$ cat config.mk
export PLATFORM = sky130hd
export DESIGN_NAME = tile_boot_ctrl
export DESIGN_NICKNAME = d
export VERILOG_FILES = /design/src/rtl/floo_tile_pkg.sv /design/src/rtl/tile_boot_timer.sv /design/src/rtl/tile_boot_ctrl.sv
export SDC_FILE = /design/constraint.sdc
export NUM_CORES = 1
export LEC_CHECK = 0
export CAP_MARGIN = 10
export CORE_MARGIN = 2
export CORE_UTILIZATION = 59
export CTS_CLUSTER_DIAMETER = 100
export DETAILED_ROUTE_END_ITERATION = 8
export PLACE_DENSITY = 0.83
export SLEW_MARGIN = 10
export SYNTH_ARGS = -nofsm -noshare
export SYNTH_HDL_FRONTEND = slang
export SYNTH_SLANG_ARGS = --single-unit
$ cat constraint.sdc
create_clock -name clk_i -period 2.8 [get_ports clk_i]
set_input_delay 0.42 -clock clk_i [delete_from_list [all_inputs] [get_ports clk_i]]
set_output_delay 0.42 -clock clk_i [all_outputs]
set_load 0.02 [all_outputs]
$ cat src/rtl/floo_tile_pkg.sv
// Shared state encoding and default timing constants for the tile boot controller.
package floo_tile_pkg;

    typedef enum logic [2:0] {
        ST_OFF      = 3'd0,
        ST_RST_HOLD = 3'd1,
        ST_SETTLE   = 3'd2,
        ST_KICK     = 3'd3,
        ST_RUN      = 3'd4,
        ST_DRAIN    = 3'd5
    } tile_boot_state_e;

    localparam int unsigned DefNumHarts        = 2;
    localparam int unsigned DefRstHoldCycles   = 16;
    localparam int unsigned DefSettleCycles    = 8;
    localparam int unsigned DefMsipPulseCycles = 4;
    localparam int unsigned DefDrainTimeout    = 1024;
    // Both NoC interfaces must be quiet this many consecutive cycles to finish a drain.
    localparam int unsigned DrainIdleCycles    = 4;

    function automatic int unsigned max_u(input int unsigned a, input int unsigned b);
        return (a > b) ? a : b;
    endfunction

endpackage

$ cat src/rtl/tile_boot_timer.sv
// Loadable down-counter with a zero flag; saturates at zero when not reloaded.
module tile_boot_timer #(
    parameter int unsigned Width = 11
) (
    input  logic             i_clk,
    input  logic             i_rst_n,
    input  logic             i_load,
    input  logic [Width-1:0] i_load_val,
    output logic             o_zero
);

    logic [Width-1:0] r_count;

    always_ff @(posedge i_clk) begin
        if (!i_rst_n) begin
            r_count <= '0;
        end else if (i_load) begin
            r_count <= i_load_val;
        end else if (r_count != '0) begin
            r_count <= r_count - Width'(1);
        end
    end

    assign o_zero = (r_count == '0);

endmodule

$ cat src/rtl/tile_boot_ctrl.sv
// Cluster boot/halt sequencer: reset hold, settle, per-hart msip kicks, and NoC drain on halt.
module tile_boot_ctrl
    import floo_tile_pkg::*;
#(
    parameter int unsigned NumHarts        = DefNumHarts,
    parameter int unsigned RstHoldCycles   = DefRstHoldCycles,
    parameter int unsigned SettleCycles    = DefSettleCycles,
    parameter int unsigned MsipPulseCycles = DefMsipPulseCycles,
    parameter int unsigned DrainTimeout    = DefDrainTimeout
) (
    input  logic                clk_i,
    input  logic                rst_ni,
    input  logic                test_enable_i,
    input  logic                boot_req_i,
    input  logic [NumHarts-1:0] boot_hart_mask_i,
    input  logic                halt_req_i,
    input  logic                narrow_busy_i,
    input  logic                wide_busy_i,
    output logic                cluster_rst_no,
    output logic [NumHarts-1:0] msip_o,
    output logic [2:0]          state_o,
    output logic                boot_done_o,
    output logic                halt_done_o,
    output logic                err_timeout_o
);

    localparam int unsigned MaxCount = max_u(max_u(RstHoldCycles, SettleCycles),
                                             max_u(MsipPulseCycles, DrainTimeout));
    localparam int unsigned TmrW     = $clog2(MaxCount) + 1;
    localparam int unsigned IdxW     = (NumHarts > 1) ? $clog2(NumHarts) : 1;
    localparam int unsigned IdleW    = $clog2(DrainIdleCycles) + 1;
    localparam logic [NumHarts-1:0] HartOne  = NumHarts'(1);
    localparam logic [IdleW-1:0]    IdleLast = IdleW'(DrainIdleCycles - 1);

    tile_boot_state_e    r_state;
    logic [NumHarts-1:0] r_mask;
    logic [NumHarts-1:0] r_msip;
    logic [IdxW-1:0]     r_hart_idx;
    logic [IdleW-1:0]    r_idle_cnt;
    logic                r_rst_n;
    logic                r_boot_done;
    logic                r_halt_done;
    logic                r_err;

    logic                w_tmr_load;
    logic [TmrW-1:0]     w_tmr_val;
    logic                w_tmr_zero;
    logic                w_first_vld;
    logic [IdxW-1:0]     w_first_idx;
    logic                w_next_vld;
    logic [IdxW-1:0]     w_next_idx;
    logic                w_idle;

    assign w_idle = !narrow_busy_i && !wide_busy_i;

    // Lowest masked hart overall, and lowest masked hart above the one being kicked.
    always_comb begin
        w_first_vld = 1'b0;
        w_first_idx = '0;
        w_next_vld  = 1'b0;
        w_next_idx  = '0;
        for (int i = NumHarts - 1; i >= 0; i--) begin
            if (r_mask[i]) begin
                w_first_vld = 1'b1;
                w_first_idx = IdxW'(i);
                if (i > int'(r_hart_idx)) begin
                    w_next_vld = 1'b1;
                    w_next_idx = IdxW'(i);
                end
            end
        end
    end

    // The timer is preloaded for the following phase while the current one expires.
    always_comb begin
        w_tmr_load = 1'b0;
        w_tmr_val  = '0;
        case (r_state)
            ST_OFF: begin
                w_tmr_load = 1'b1;
                w_tmr_val  = TmrW'(RstHoldCycles - 1);
            end
            ST_RST_HOLD: begin
                w_tmr_load = w_tmr_zero;
                w_tmr_val  = TmrW'(SettleCycles - 1);
            end
            ST_SETTLE, ST_KICK: begin
                w_tmr_load = w_tmr_zero;
                w_tmr_val  = TmrW'(MsipPulseCycles - 1);
            end
            ST_RUN: begin
                w_tmr_load = 1'b1;
                w_tmr_val  = TmrW'(DrainTimeout - 1);
            end
            default: begin
                w_tmr_load = 1'b0;
            end
        endcase
    end

    tile_boot_timer #(
        .Width(TmrW)
    ) u_timer (
        .i_clk      (clk_i),
        .i_rst_n    (rst_ni),
        .i_load     (w_tmr_load),
        .i_load_val (w_tmr_val),
        .o_zero     (w_tmr_zero)
    );

    always_ff @(posedge clk_i) begin
        if (!rst_ni) begin
            r_state     <= ST_OFF;
            r_mask      <= '0;
            r_msip      <= '0;
            r_hart_idx  <= '0;
            r_idle_cnt  <= '0;
            r_rst_n     <= 1'b0;
            r_boot_done <= 1'b0;
            r_halt_done <= 1'b0;
            r_err       <= 1'b0;
        end else begin
            r_halt_done <= 1'b0;
            case (r_state)
                ST_OFF: begin
                    if (boot_req_i && !halt_req_i) begin
                        r_state <= ST_RST_HOLD;
                        r_mask  <= boot_hart_mask_i;
                        r_err   <= 1'b0;
                    end
                end
                ST_RST_HOLD: begin
                    if (halt_req_i) begin
                        r_state <= ST_OFF;
                    end else if (w_tmr_zero) begin
                        r_state <= ST_SETTLE;
                        r_rst_n <= 1'b1;
                    end
                end
                ST_SETTLE: begin
                    if (halt_req_i) begin
                        r_state <= ST_OFF;
                        r_rst_n <= 1'b0;
                    end else if (w_tmr_zero) begin
                        if (w_first_vld) begin
                            r_state    <= ST_KICK;
                            r_hart_idx <= w_first_idx;
                            r_msip     <= HartOne << w_first_idx;
                        end else begin
                            r_state     <= ST_RUN;
                            r_boot_done <= 1'b1;
                        end
                    end
                end
                ST_KICK: begin
                    if (halt_req_i) begin
                        r_state <= ST_OFF;
                        r_rst_n <= 1'b0;
                        r_msip  <= '0;
                    end else if (w_tmr_zero) begin
                        if (w_next_vld) begin
                            r_hart_idx <= w_next_idx;
                            r_msip     <= HartOne << w_next_idx;
                        end else begin
                            r_state     <= ST_RUN;
                            r_msip      <= '0;
                            r_boot_done <= 1'b1;
                        end
                    end
                end
                ST_RUN: begin
                    if (halt_req_i) begin
                        r_state     <= ST_DRAIN;
                        r_boot_done <= 1'b0;
                        r_idle_cnt  <= '0;
                    end
                end
                ST_DRAIN: begin
                    // A completed idle window wins over a simultaneous timeout.
                    if (w_idle && (r_idle_cnt == IdleLast)) begin
                        r_state     <= ST_OFF;
                        r_rst_n     <= 1'b0;
                        r_halt_done <= 1'b1;
                    end else if (w_tmr_zero) begin
                        r_state <= ST_OFF;
                        r_rst_n <= 1'b0;
                        r_err   <= 1'b1;
                    end else begin
                        r_idle_cnt <= w_idle ? (r_idle_cnt + IdleW'(1)) : '0;
                    end
                end
                default: begin
                    r_state <= ST_OFF;
                    r_rst_n <= 1'b0;
                    r_msip  <= '0;
                end
            endcase
        end
    end

    assign cluster_rst_no = r_rst_n | test_enable_i;
    assign msip_o         = test_enable_i ? '0 : r_msip;
    assign state_o        = r_state;
    assign boot_done_o    = r_boot_done;
    assign halt_done_o    = r_halt_done;
    assign err_timeout_o  = r_err;

endmodule

## Yosys cells after proc, flatten, opt, wreduce, memory -nomap -nowiden

Cells that the tools add are included.

| storage, ports and cells | value |
|---|---|
| output and inout bits | 9 |
| bits of input ports | 9 |
| memories | 0 |
| register bits after elaboration | 26 |
| bits in read-only memories | 0 |
| latch bits | 0 |
| RAM bits | 0 |
| word-level logic and storage cells | 131 |

| cells by class | value |
|---|---|
| divide/modulo/power cells | 0 |
| mux-type cells | 59 |
| equality and inequality tests | 27 |
| magnitude comparators | 1 |
| $mul | 0 |
| bitwise operators | 3 |
| $add $sub $neg | 2 |
| reduce and logical (&&, ||, !) cells | 27 |
| shift operators | 2 |

Operator list:

| cell | number |
|---|---|
| $mux 3 | 16 |
| $pmux 10 s4 | 1 |
| $mux 1 | 25 |
| $mux 11 | 2 |
| $ne 2x2->1 const B | 11 |
| $pmux 3 s6 | 1 |
| $mux 2 | 7 |
| $reduce_and 7->1 | 2 |
| $ne 3x2->1 const B | 4 |
| $logic_not 11->1 | 1 |
| $reduce_bool 11->1 | 1 |
| $sub 11x1->11 const B | 1 |
| $ne 2x1->1 const B | 5 |
| $reduce_and 5->1 | 2 |
| $eq 3x2->1 const B | 3 |
| $reduce_and 4->1 | 2 |
| $reduce_and 8->1 | 1 |
| $reduce_bool 2->1 | 4 |
| $eq 3x3->1 const B | 2 |
| $pmux 1 s2 | 3 |
| $pmux 2 s3 | 1 |
| $pmux 3 s2 | 1 |
| $pmux 1 s4 | 1 |
| $reduce_and 2->1 | 2 |
| other kinds (15) | 22 |

## Depth between registers and ports, before layout

| depth | value |
|---|---|
| depth after elaboration | 8 |
| depth in mapped cells | 7 |
| gate-level depth less buffers | 6 |

## Hierarchy

A second synthesis with hierarchy kept.

| unflattened totals | value |
|---|---|
| cells, all modules | 183 |
| area total of the unflattened synthesis | 1532.7 sq um |

By module, submodules not included:

| module | seq. area each (sq um) | area each (sq um) | cells each | instances |
|---|---|---|---|---|
| tile_boot_ctrl | 300.3 | 899.6 | 110 | 1 |
| tile_boot_timer | 220.2 | 633.1 | 73 | 1 |

## Least setup slack after synthesis

Ideal clock, no wire load.

| timing path | value |
|---|---|
| path type | reg-to-reg |
| from | register u_timer.r_count[0] |
| to | register u_timer.r_count[6] |
| buffers on the path | 1 |
| data required time | 2.665 ns |
| data arrival time | 1.572 ns |
| path slack | 1.092 ns |
| cell stages (with the launch flop) | 8 |
| period minus slack after synthesis | 1.708 ns |
| setup time | 0.135 ns |
| cell sequence | dfxtp_1 inv_1 ha_1 or3b_1 clkbuf_1 o31a_2 o21ai_0 a21oi_1 |

| on the way | value |
|---|---|
| word-level cells in the longest chain between the ends | 3 |
| elaborated cells on any way between the ends | 7 |
| classes of those cells | add/sub (1); mux (3); reduce/logical (3) |

RTL lines:

| element | RTL line | source |
|---|---|---|
| start, declared | tile_boot_timer.sv:12 | `logic [Width-1:0] r_count;` |
| start signal, assigned | tile_boot_timer.sv:18 | `r_count <= i_load_val;` |
| start signal, assigned | tile_boot_timer.sv:20 | `r_count <= r_count - Width'(1);` |
| $sub 11x1->11 / $logic_not 11->1 (equally long branches) | tile_boot_timer.sv:20, tile_boot_timer.sv:24 |  |
| $mux 11 / $pmux 1 s2 (equally long branches) | tile_boot_timer.sv:19, tile_boot_ctrl.sv:78 |  |
| $mux 11 / $reduce_bool 2->1 (equally long branches) | n/a |  |

Parallel ways exist; a longest one is shown, timed or not. The select of a mux whose other input is x is not followed.
A chain may end at the register's enable or synchronous reset.

## Worst setup path in the final report

| timing path | value |
|---|---|
| from | register r_state[2] (netlist: state_o[2]) |
| to | output state_o[2] |

RTL lines:

| element | RTL line | source |
|---|---|---|
| start, declared | tile_boot_ctrl.sv:35 | `tile_boot_state_e r_state;` |
| start signal, assigned | tile_boot_ctrl.sv:113 | `r_state <= ST_OFF;` |
| start signal, assigned | tile_boot_ctrl.sv:127 | `r_state <= ST_RST_HOLD;` |
| start signal, assigned | tile_boot_ctrl.sv:134 | `r_state <= ST_OFF;` |
| end, declared | tile_boot_ctrl.sv:21 | `output logic [2:0] state_o,` |

No word-level cell between the ends.

==> flow_metrics.py <==
metrics = {
    "worst_hold_path": {
        "hold_path.class": "flip-flop to flip-flop",
        "min_from": "r_msip[1]",
        "hold_depth": 2,
        "worstHoldEndpoint": "r_msip[1]",
    },
    "setup_path": {
        "ff2ff_setup_slack_ns": 0.69,
        "crit_family": "flip-flops",
        "r2r_start": "u_timer.r_count[0]",
        "reg2reg_to": "state_o[0]",
        "cpPeakStageDelay_ns": 0.80,
        "worst-setup-path-type": "flip-flop to output pin",
        "crit_path_start_kind": "flip-flop",
        "slowest_stage": "dfxtp_1",
        "crit_arrival_ns": 1.86,
        "critPathMaxFanout": 21,
        "endpoint_kind": "output pin",
        "required_ns": 2.38,
        "path_buf_inv": 1,
        "crit_chain": "clkdlybuf4s50_1",
        "r2r.worst_path.cells": 6,
    },
    "sta": {
        "finalHoldViolCount": 0,
        "fin_skew_ns": 0.00541,
        "maxSlewViolCount": 0,
        "max_freq_mhz": 439,
        "max_slew.worst_pin.slew_ns": 0.937,
        "rsz0062_at_grt": "no",
        "fin_tns_setup_ns": 0,
        "slew_headroom_pct": 37.3,
        "fin_crit_sh_pct": 81.4,
        "setup_viol": 0,
        "finalCriticalPeriod_ns": 2.28,
    },
    "cts": {
        "numCtsBuffers": 3,
        "post_cts.repair.setup_buffers": 0,
        "cts_root_buffer": "clkbuf_4",
        "cts_sinks": 26,
        "path_clk_slew_ns": 0.14,
        "clock_latency_ns": 0.32,
        "cts_resized": 0,
        "cts_tree": "done",
        "htreeDepth": 1,
        "hold_buffers": 0,
        "cts_buffer_depth": 2,
    },
    "drt": {
        "drt-pass1-iter-count": 4,
        "vias": 1474,
        "wirelength_um": 3610,
        "wl_per_cell_um": 16.1,
        "detail-route-antenna-nets": 0,
        "via_per_inst": 6.55,
        "drc_errors": 0,
        "drt_iter0_drc": 81,
    },
    "logic_synthesis": {
        "syn_area_sq_mm": 0.00158,
        "synth_enable_flop_cells": 0,
        "synth_cell_types": 52,
        "ys_async_sr_fraction_pct": 0,
        "synth_top_area_share_pct": 33.0,
        "synth_area_leaders": "dfxtp_1 33%, mux2i_1 5.1%, a21oi_1 3.8%, nand2_1 3.8%, ha_1 3.2%",
        "synthMostInstantiatedCell": "dfxtp_1",
        "netlist_instances": 185,
        "yosysSeqAreaShare_pct": 33.0,
        "yosysTopAreaCell": "dfxtp_1",
        "syn_nets": 198,
        "ys_ff_latch": 26,
        "postSynthAreaPerCell_sq_um": 8.52,
        "synth_common_cells": "26 x dfxtp_1, 16 x nand2_1, 13 x nor2_1, 12 x a21oi_1",
        "ys.warnings.count": 0,
        "ys.flop_type": "dfxtp_1",
    },
    "floorplanning": {
        "die_w_um": 55.7,
        "pin_count": 18,
        "die-area_sq_mm": 0.00310,
        "core_sq_mm": 0.00250,
        "rows": 18,
        "die_y_um": 55.7,
        "start_util_pct": 63.1,
    },
    "layout": {
        "fin_util_pct": 70.2,
        "drive_gt1_share_pct": 10.8,
        "layout.nets": 210,
        "syn_to_final_growth_pct": 11.3,
        "antenna_cells": 0,
    },
    "global_route": {
        "grt_max_degree": 22,
        "grt_overflow": 0,
        "grt_use_total_pct": 24.0,
        "grt_pass1_wl_um": 6060,
        "grt_pass1_vias": 1351,
        "antenna_found_initial": 0,
    },
    "place": {
        "dp_hpwl_um": 2580,
        "port_buffers": 17,
        "place_congestion": 0.905,
    },
    "run_status": {
        "status": "finished, final reports clean",
    },
    "job": {
        "cap_violations": 0,
    },
    "power_and_ir_drop": {
        "power.leakage_nw": 0.646,
        "p_per_area_mw_per_mm2": 391,
        "ir_worst_vdd_mv": 0.319,
    },
}
-- cells by family (layout without fill, tap and decap cells) --
family	Yosys count	after routing	synth area share (%)
flops	26	26	33.0
simple gates	76	76	28.7
compound gates	49	49	22.2
mux	8	8	5.08
buf+inv	19	29	6.19
fa+ha+maj	4	4	3.17
xor+xnor	3	3	1.67
-- through the flow --
stage / setup slack [ns] / instance area, sq um / hold WS [ns] / total power, mW / std cells
6_report: 0.521 / 1750 / 0.480 / 0.686 / 225
5_1_grt: 0.465 / 1750 / 0.503 / 0.719 / 225
4_1_cts: 0.534 / 1750 / 0.486 / 0.688 / 225
3_5_place_dp: 0.502 / 1730 / 0.468 / 0.532 / 222
3_3_place_gp: 0.601 / 1730 / 0.444 / 0.526 / 222
2_1_floorplan: 1.09 / 1580 / 0.434 / 0.494 / 185
-- area by class of cell --
class                   instances  area (sq um)
inverters                       6          22.5
fillers                       200           746
flip-flops and latches         26           520
well taps                      30          37.5
repair buffers                 20           193
multi-input cells             140           958
clock buffers                   3          22.5
-- worst max-delay path by stage --
stage | from | end | slack, ns | cells past startpoint
floorplan | u_timer.r_count[0] | u_timer.r_count[6] | 1.09 | 7
global placement | halt_req_i | state_o[0] | 0.60 | 5
detailed placement | halt_req_i | state_o[0] | 0.50 | 5
CTS | state_o[2] | state_o[2] | 0.53 | 1
global route | state_o[2] | state_o[2] | 0.47 | 1
finish | state_o[2] | state_o[2] | 0.52 | 1
-- where the power goes --
part	total [mW]	switching (mW)	internal, mW
Sequential	0.394	0.0130	0.381
Combinational	0.132	0.0782	0.0543
Clock	0.159	0.109	0.0505
-- state kept, by name, summed over array words and instances (netlist names) --
signal	flops
err_timeout_o	1
r_msip	2
r_idle_cnt	3
state_o	3
r_hart_idx	1
u_timer.r_count	11
r_mask	2
halt_done_o	1
boot_done_o	1
r_rst_n	1
-- per-layer routing --
metal / wire length (um) / track usage, %
met4: 62 / 8.71
met2: 1740 / 40.5
met5: 0 / 0
met3: 247 / 3.02
met1: 1560 / 31.2
-- cells in the final DEF, fill, tap and decap left out, types with 3 or more instances in the layout --
cell             Yosys  final
o21ai_1              3      3
nor3_1               3      3
dfxtp_1             26     26
or3b_1               3      3
a21oi_1             12     12
inv_1                6      6
o21a_1               6      6
mux2i_1              8      8
clkdlybuf4s50_1      0     17
o21ai_0              8      8
clkbuf_4             0      3
nor3b_1              3      3
nor2b_1              5      5
nor4_1               3      3
nand3_1              7      7
nand2b_1             4      4
nand2_1             16     16
buf_4                0      3
ha_1                 4      4
nor2_1              13     13
Note: power is estimated with default switching activity, not from simulation.
